==> config.mk <==
export PLATFORM = sky130hd
export DESIGN_NAME = avl_frame_reader
export DESIGN_NICKNAME = d
export VERILOG_FILES = /design/src/rtl/avl_frame_reader.sv
export SDC_FILE = /design/constraint.sdc
export NUM_CORES = 1
export LEC_CHECK = 0
export CAP_MARGIN = 20
export CORE_MARGIN = 2
export CORE_UTILIZATION = 25
export DETAILED_ROUTE_END_ITERATION = 10
export DONT_BUFFER_PORTS = 1
export GPL_TIMING_DRIVEN = 0
export PLACE_DENSITY = 0.4
export SLEW_MARGIN = 20
export SYNTH_ARGS = -nofsm -noshare
export SYNTH_HDL_FRONTEND = slang
export SYNTH_SLANG_ARGS = --single-unit
==> constraint.sdc <==
create_clock -name iCLK -period 11.87 [get_ports iCLK]
set_input_delay 3.561 -clock iCLK [delete_from_list [all_inputs] [get_ports iCLK]]
set_output_delay 3.561 -clock iCLK [all_outputs]
set_load 0.01 [all_outputs]
==> src/rtl/avl_frame_reader.sv <==
// Avalon-MM frame reader that streams FRAME_WORDS words from BASE_ADDR through a show-ahead FIFO.
// The optional popped-word checksum is built only when FRAME_READER_CHECKSUM_EN is defined.
module avl_frame_reader #(
    parameter int          ADDR_W      = 27,
    parameter int          DATA_W      = 32,
    parameter int unsigned BASE_ADDR   = 0,
    parameter int          FRAME_WORDS = 1024,
    parameter int          FIFO_DEPTH  = 16
) (
    input  logic              iCLK,
    input  logic              iRST_n,
    input  logic              iSTART,
    input  logic              local_init_done,
    input  logic              avl_waitrequest_n,
    output logic [ADDR_W-1:0] avl_address,
    output logic              avl_read,
    output logic              avl_burstbegin,
    input  logic              avl_readdatavalid,
    input  logic [DATA_W-1:0] avl_readdata,
    output logic [DATA_W-1:0] oPIX_DATA,
    output logic              oPIX_VALID,
    input  logic              iPIX_READY,
    output logic              oBUSY,
    output logic              oDONE,
    output logic [31:0]       oCHECKSUM
);
    localparam int AW = $clog2(FIFO_DEPTH);
    localparam int CW = AW + 1;
    localparam int IW = $clog2(FRAME_WORDS + 1);
    localparam logic [ADDR_W-1:0] BASE  = ADDR_W'(BASE_ADDR);
    localparam logic [IW-1:0]     LAST  = IW'(FRAME_WORDS - 1);
    localparam logic [CW:0]       DEPTH = (CW+1)'(FIFO_DEPTH);

    typedef enum logic [1:0] {IDLE, REQ, DRAIN, FIN} state_t;

    state_t            state_q, state_d;
    logic [ADDR_W-1:0] addr_q, addr_d;
    logic [IW-1:0]     issued_q, issued_d;
    logic [CW-1:0]     out_q, out_d;
    logic [CW-1:0]     cnt_q, cnt_d;
    logic [AW-1:0]     rd_q, rd_d;
    logic [AW-1:0]     wr_q, wr_d;
    logic [DATA_W-1:0] mem [FIFO_DEPTH];

    logic start, room, accept, push, pop;

    assign start = (state_q == IDLE) && iSTART && local_init_done;
    // Counting in-flight reads against free space guarantees the FIFO never overflows.
    assign room  = ({1'b0, cnt_q} + {1'b0, out_q}) < DEPTH;

    assign avl_read       = (state_q == REQ) && room;
    assign avl_burstbegin = avl_read;
    assign avl_address    = addr_q;

    assign accept = avl_read && avl_waitrequest_n;
    assign push   = avl_readdatavalid && (out_q != '0);

    assign oPIX_VALID = (cnt_q != '0);
    assign pop        = oPIX_VALID && iPIX_READY;
    assign oPIX_DATA  = oPIX_VALID ? mem[rd_q] : '0;
    assign oBUSY      = (state_q != IDLE);
    assign oDONE      = (state_q == FIN);

    always_comb begin
        state_d  = state_q;
        addr_d   = addr_q;
        issued_d = issued_q;
        out_d    = out_q + CW'(accept) - CW'(push);
        cnt_d    = cnt_q + CW'(push) - CW'(pop);
        wr_d     = push ? wr_q + AW'(1) : wr_q;
        rd_d     = pop ? rd_q + AW'(1) : rd_q;
        unique case (state_q)
            IDLE: begin
                if (start) begin
                    state_d  = REQ;
                    addr_d   = BASE;
                    issued_d = '0;
                    out_d    = '0;
                end
            end
            REQ: begin
                if (accept) begin
                    addr_d   = addr_q + ADDR_W'(1);
                    issued_d = issued_q + IW'(1);
                    if (issued_q == LAST) state_d = DRAIN;
                end
            end
            DRAIN: begin
                if (out_q == '0 && cnt_q == '0) state_d = FIN;
            end
            FIN: state_d = IDLE;
            default: state_d = IDLE;
        endcase
    end

    always_ff @(posedge iCLK) begin
        if (!iRST_n) begin
            state_q  <= IDLE;
            addr_q   <= BASE;
            issued_q <= '0;
            out_q    <= '0;
            cnt_q    <= '0;
            rd_q     <= '0;
            wr_q     <= '0;
        end else begin
            state_q  <= state_d;
            addr_q   <= addr_d;
            issued_q <= issued_d;
            out_q    <= out_d;
            cnt_q    <= cnt_d;
            rd_q     <= rd_d;
            wr_q     <= wr_d;
        end
    end

    always_ff @(posedge iCLK) begin
        if (push) mem[wr_q] <= avl_readdata;
    end

`ifdef FRAME_READER_CHECKSUM_EN
    logic [31:0] sum_q;

    always_ff @(posedge iCLK) begin
        if (!iRST_n)    sum_q <= '0;
        else if (start) sum_q <= '0;
        else if (pop)   sum_q <= sum_q + 32'(oPIX_DATA);
    end

    assign oCHECKSUM = sum_q;
`else
    assign oCHECKSUM = '0;
`endif

endmodule

==> reports/qor.yml, run 1 <==
yosys:
  synth-edff-count: 512
  synth_compound_area_frac: 0.0247
  yosysWarningCount: 0
  async_reset_ff_frac: 0
  synthFlopType: "edfxtp_1"
  yosys.area_share.adder: 0.0169
  ys_ff_latch: 574
  synthMuxAreaShare: 0.158
  synth-xor-area-share: 0.00455
  synth_seq_area_share: 0.719
  synth_top_family_by_area: "multiplexers"
  yosys.area_share.simple: 0.0492
  synth_cells: 1209
  yosysUniqueCellTypes: 52
  syn_area_per_cell_um2: 19.1
  synthesis.area_mm2: 0.0231
clocking:
  cts_buffers: 68
  clock_latency_ps: 620
  cts_tree: "yes"
  ctsResizeCount: 0
  clkTransAtPathRegs_ps: 60
  cts_sinks: 574
  htree_levels: 3
  post_cts_buffers: 0
  cts_root_buffer: "clkbuf_16"
  cts_max_path_buffers: 3
  hold_buffers: 0
grt:
  grt_max_degree: 17
  antenna_found_initial: 2
  grt_pass1_wl_um: 87700
  gr-total-overflow: 0
  track_usage: 0.129
  grt_pass1_vias: 12100
floorplanning:
  die-area_mm2: 0.0949
  initial_core_util: 0.252
  pin_count: 135
  die_h_um: 308
  die_w_um: 308
  std_cell_rows: 111
  core_mm2: 0.0917
outcome:
  status: "finished, final reports clean"
finish:
  antenna_cells: 0
  multi_input_comb_area_mm2: 0.00609
  ff_latch_area_mm2: 0.0166
  drive_gt1_frac: 0.287
  area_growth_pct: 20.7
  fillCellCount: 8917
  final_core_util: 0.304
  nets: 1426
timing:
  setup_viol: 0
  period_share: 0.602
  fmax_mhz: 140
  hold_viol_final: 0
  max-slew-margin-rel: 0.317
  rsz0062_at_grt: "no"
  worst_slack_ps: 4720
  fin_crit_ps: 7150
  tns_ps: 0
  finClkSkew_ps: 26.4
  drv_slew: 0
  tightest_slew_ps: 1020
power:
  combinationalPowerShare: 0.203
  p_int_w: 0.00404
  power_leakage_nw: 8.82
  powerDensity_mw_per_mm2: 200
  power_switching_w: 0.00152
  seqPwrFrac: 0.421
  max-vdd-ir-drop_uv: 102
  switching_share: 0.273
  power.share.clock: 0.376
detailed_routing:
  drt_wl_total_um: 61000
  drc: 0
  ant_nets: 0
  wl_per_cell_um: 23.5
  via_count: 11700
  routed_via_density: 4.53
  drtIter0Drc: 824
  first_pass_iters: 5
worst_setup_path:
  crit_fanout: 10
  critical_path_class: "reg2out"
  crit_arrival_ps: 3590
  startpoint_type: "register"
  endpoint_kind: "output pin"
  worstPathRequired_ps: 8310
worst_hold_path:
  holdCritPathClass: "reg2reg"
place:
  gp_congestion: 0.729
  dp_hpwl_um: 41600
  pre_cts_slack_ps: 5260
  portBuffers: 0
flow_run:
  max_cap_viol_count: 0
-- through the flow --
step	cells	total power [W]	hold slack, ps	instance area [um^2]
floorplan	1240	0.00318	434	23200
finish	2592	0.00557	465	27900
CTS	2592	0.00568	468	27900
global route	2592	0.00583	502	27900
detailed placement	2473	0.00356	457	25700
global placement	2426	0.00353	450	24700
-- Yosys cell counts, drive strengths merged, types with 4 or more instances --
master	count	share of area
nor3	14	0.0030
mux4	160	0.16
nand2	42	0.0068
a21oi	24	0.0052
a21o	4	0.0013
nand4	11	0.0030
xnor2	4	0.0015
clkbuf	28	0.0046
mux2i	5	0.0022
nor2	52	0.0084
and3	15	0.0041
buf	66	0.018
edfxtp	512	0.67
o221a	11	0.0054
inv	27	0.0044
o21ai	22	0.0048
and2	39	0.011
nand3	24	0.0052
or4	4	0.0013
a31oi	7	0.0019
or2	4	0.0011
xor2	8	0.0030
a211oi	5	0.0016
or3	4	0.0011
and4	4	0.0015
dfxtp	62	0.054
ha	28	0.015
-- cells in the final DEF, fill, tap and decap left out, types with 24 or more instances in the layout --
| cell type | Yosys | final |
|---|---|---|
| conb_1 | 1 | 32 |
| edfxtp_1 | 512 | 512 |
| clkbuf_1 | 27 | 38 |
| nand2_1 | 42 | 42 |
| inv_1 | 27 | 27 |
| ha_1 | 28 | 28 |
| mux4_2 | 160 | 160 |
| nand3_1 | 24 | 24 |
| buf_4 | 36 | 54 |
| and2_1 | 38 | 38 |
| nor2_1 | 52 | 40 |
| dfxtp_1 | 62 | 62 |
| a21oi_1 | 24 | 24 |
| clkbuf_16 | 0 | 70 |
-- per-layer routing --
layer | global-route usage | routed length [um] | up-vias
li1 | - | - | 5126
met1 | 0.169 | 26800 | 6303
met2 | 0.216 | 30100 | 221
met3 | 0.0269 | 2900 | 85
met4 | 0.0361 | 1190 | 0
met5 | 0 | 0 | -
-- cells by family (layout without fill, tap and decap cells) --
family	count (synthesis)	after routing
mux	165	165
compound gates	85	85
buf+inv	121	287
flops	574	574
other cells	1	32
simple gates	221	221
fa+ha+maj	30	30
xor+xnor	12	12
-- path summary, 6_finish.rpt --
| kind | startpoint | to | slack, ps | cells after the start |
|---|---|---|---|---|
| max | register | oPIX_DATA[2] | 4720 | 5 |
| min | issued_q[9] | issued_q[9] | 470 | 1 |
| max reg2reg | cnt_q[2] | cnt_q[4] | 8540 | 16 |
| min reg2reg | issued_q[9] | issued_q[9] | 470 | 1 |
-- registers in the layout (all words and copies together), names as in the netlist, named ones only --
register     flops
mem            512
avl_address     27
issued_q        11
cnt_q            5
out_q            5
rd_q             4
wr_q             4
state_q          2
-- cell type report --
class,instances,share of cell area
buffer,94,0.0190
clock buffer,84,0.0658
clock inverter,35,0.0144
inverter,27,0.00363
multi-input combinational,545,0.218
sequential,574,0.596
tap,1186,0.0532
timing repair buffer,47,0.0298
-- worst max-delay path, cell delays in order, from the launching register on --
cell,delay (ps)
dfxtp_1,340
clkbuf_1,640
clkbuf_1,830
mux4_2,450
mux4_2,470
and2_1,250
-- power groups by stage --
stage                     registers, W  clock network, W  logic, W
final                          0.00234           0.00209   0.00113
after floorplan                0.00238                 0  0.000800
after detailed placement       0.00238                 0   0.00118
after global routing           0.00235           0.00223   0.00125
after CTS                      0.00234           0.00215   0.00118
after global placement         0.00240                 0   0.00114
(Power assumes the default switching activity.)
==> run 2, diff against run 1 <==
Settings changed: PLACE_DENSITY 0.4 to 0.42.
Clock period 11.87 ns to 5.8 ns, I/O delays scaled along.
==> run 2 against run 1 <==
Net effect:
- critical path depth unchanged
- non-clock buffer count unchanged
- cell area about the same
- clock power increased by 100%
- worst hold slack improved by 2.3 ps
==> reports/qor.yml, run 2 (synthesis results as in run 1) <==
outcome:
  status: "finished, final reports clean"
detailed_routing:
  wl_per_cell_um: 23.2  # -1.2%
  routed_via_density: 4.53  # about the same
  drtIter0Drc: 985  # +20%
  drt_wl_total_um: 60200  # -1.2%
  first_pass_iters: 5  # unchanged
  via_count: 11700  # +0.085%
  ant_nets: 0  # unchanged
  drc: 0  # unchanged
power:
  p_total_w: 0.0113  # +100%
  power_leakage_nw: 8.78  # -0.38%
  max-vdd-ir-drop_uv: 204  # +100%
  powerDensity_mw_per_mm2: 407  # +100%
finish:
  final_core_util: 0.304  # about the same
  final_cell_mix: "edfxtp_1, mux4_2, clkbuf_16"
  largest_reg_flops: 512  # unchanged
  regMostFlops: "mem"
  area_growth_pct: 20.6  # about the same
  ff_latch_area_mm2: 0.0166  # unchanged
  drive_gt1_frac: 0.281  # -0.00640
  fillCellCount: 8867  # -0.56%
  multi_input_comb_area_mm2: 0.00609  # about the same
  post_layout_nonfiller_instances: 2593  # +0.039%
  nets: 1425  # -0.070%
  mostFrequentLayoutCell: "edfxtp_1"
floorplanning:
  die_w_um: 308  # unchanged
  std_cell_rows: 111  # unchanged
  pin_count: 135  # unchanged
  die-area_mm2: 0.0949  # unchanged
  initial_core_util: 0.252  # unchanged
  core_mm2: 0.0917  # unchanged
  die_h_um: 308  # unchanged
worst_setup_path:
  crit_fanout: 10  # unchanged
  crit_path_max_incr_delay_ps: 840  # about the same
  cp_num_cells: 5  # unchanged
  crit_chain: "clkbuf_1 -> clkbuf_1 -> mux4_2 -> mux4_2 -> and2_1"
  crit_arrival_ps: 3570  # -20 ps
  critPathTopFamily: "buffers and inverters"
  r2r_cells: 16  # unchanged
  worstPathRequired_ps: 4060  # -4250 ps
  startpoint_type: "register"
  critPathBufInv: 2  # unchanged
  critical_path_class: "reg2out"
  slowest_stage: "clkbuf_1"
  endpoint_kind: "output pin"
place:
  portBuffers: 0  # unchanged
  dp.cells: 2473  # unchanged
  gp_congestion: 0.743  # +1.9%
  dp_hpwl_um: 40000  # -3.9%
timing:
  tns_ps: 0  # unchanged
  drv_slew: 0  # unchanged
  fin_crit_ps: 5310
  period_share: 0.916
  max-slew-margin-rel: 0.308  # -0.00970
  finClkSkew_ps: 21.8  # -4.60 ps
  rsz0062_at_grt: "no"
  hold_viol_final: 0  # unchanged
  tightest_slew_ps: 1040  # +14.5 ps
  setup_viol: 0  # unchanged
  hold_slack_ps: 468  # +2.30 ps
  fmax_mhz: 188
flow_run:
  max_cap_viol_count: 0  # unchanged
worst_hold_path:
  min_path_cells: 1  # unchanged
  holdCritPathClass: "reg2reg"
clocking:
  post_cts_buffers: 0  # unchanged
  cts_max_path_buffers: 3  # unchanged
  clkTransAtPathRegs_ps: 50  # about the same
  clock_latency_ps: 610  # about the same
  hold_buffers: 0  # unchanged
  cts_tree: "yes"
  cts_root_buffer: "clkbuf_16"
  cts_buffers: 67  # -1.5%
  htree_levels: 3  # unchanged
  cts_sinks: 574  # unchanged
  ctsResizeCount: 0  # unchanged
grt:
  gr-total-overflow: 0  # unchanged
  grt_max_degree: 17  # unchanged
  track_usage: 0.128  # -0.00105
  antenna_found_initial: 1  # -1
  grt_pass1_wl_um: 87300  # -0.42%
  grt_pass1_vias: 12200  # +0.86%
## run 2: final cells by class
cell class | count | share of cell area
Antenna cell | 1 | 0.0000898
Tap cell | 1186 | 0.0532
Timing Repair Buffer | 47 | 0.0303
Clock buffer | 86 | 0.0650
Clock inverter | 33 | 0.0140
Multi-Input combinational cell | 545 | 0.219
Inverter | 27 | 0.00364
Sequential cell | 574 | 0.596
Buffer | 94 | 0.0190
## run 2: final timing paths
| check | startpoint | end | slack (ps) |
|---|---|---|---|
| worst max-delay path | register | oPIX_DATA[19] | 490 |
| worst min-delay path | issued_q[9] | issued_q[9] | 470 |
| worst max register to register | cnt_q[2] | cnt_q[4] | 2410 |
| worst min register to register | issued_q[9] | issued_q[9] | 470 |
## run 2: metrics by stage
step | instance area, um^2 | setup slack [ps]
floorplan | 23200 | 970
global placement | 24700 | -2600
detailed placement | 25700 | 984
CTS | 27900 | 324
global route | 27900 | 344
finish | 27900 | 487
## run 2: per-layer routing
layer	share of wire	vias to the layer above	GRT usage
li1	-	5139	-
met1	0.43	6250	0.166
met2	0.49	278	0.215
met3	0.060	78	0.0305
met4	0.017	0	0.0334
met5	0	-	0
## run 2: report_power, final
part	leakage, nW	internal (W)	switching (W)
logic	2.60	0.00104	0.00129
registers	5.12	0.00471	0.0000790
clock network	1.06	0.00250	0.00172
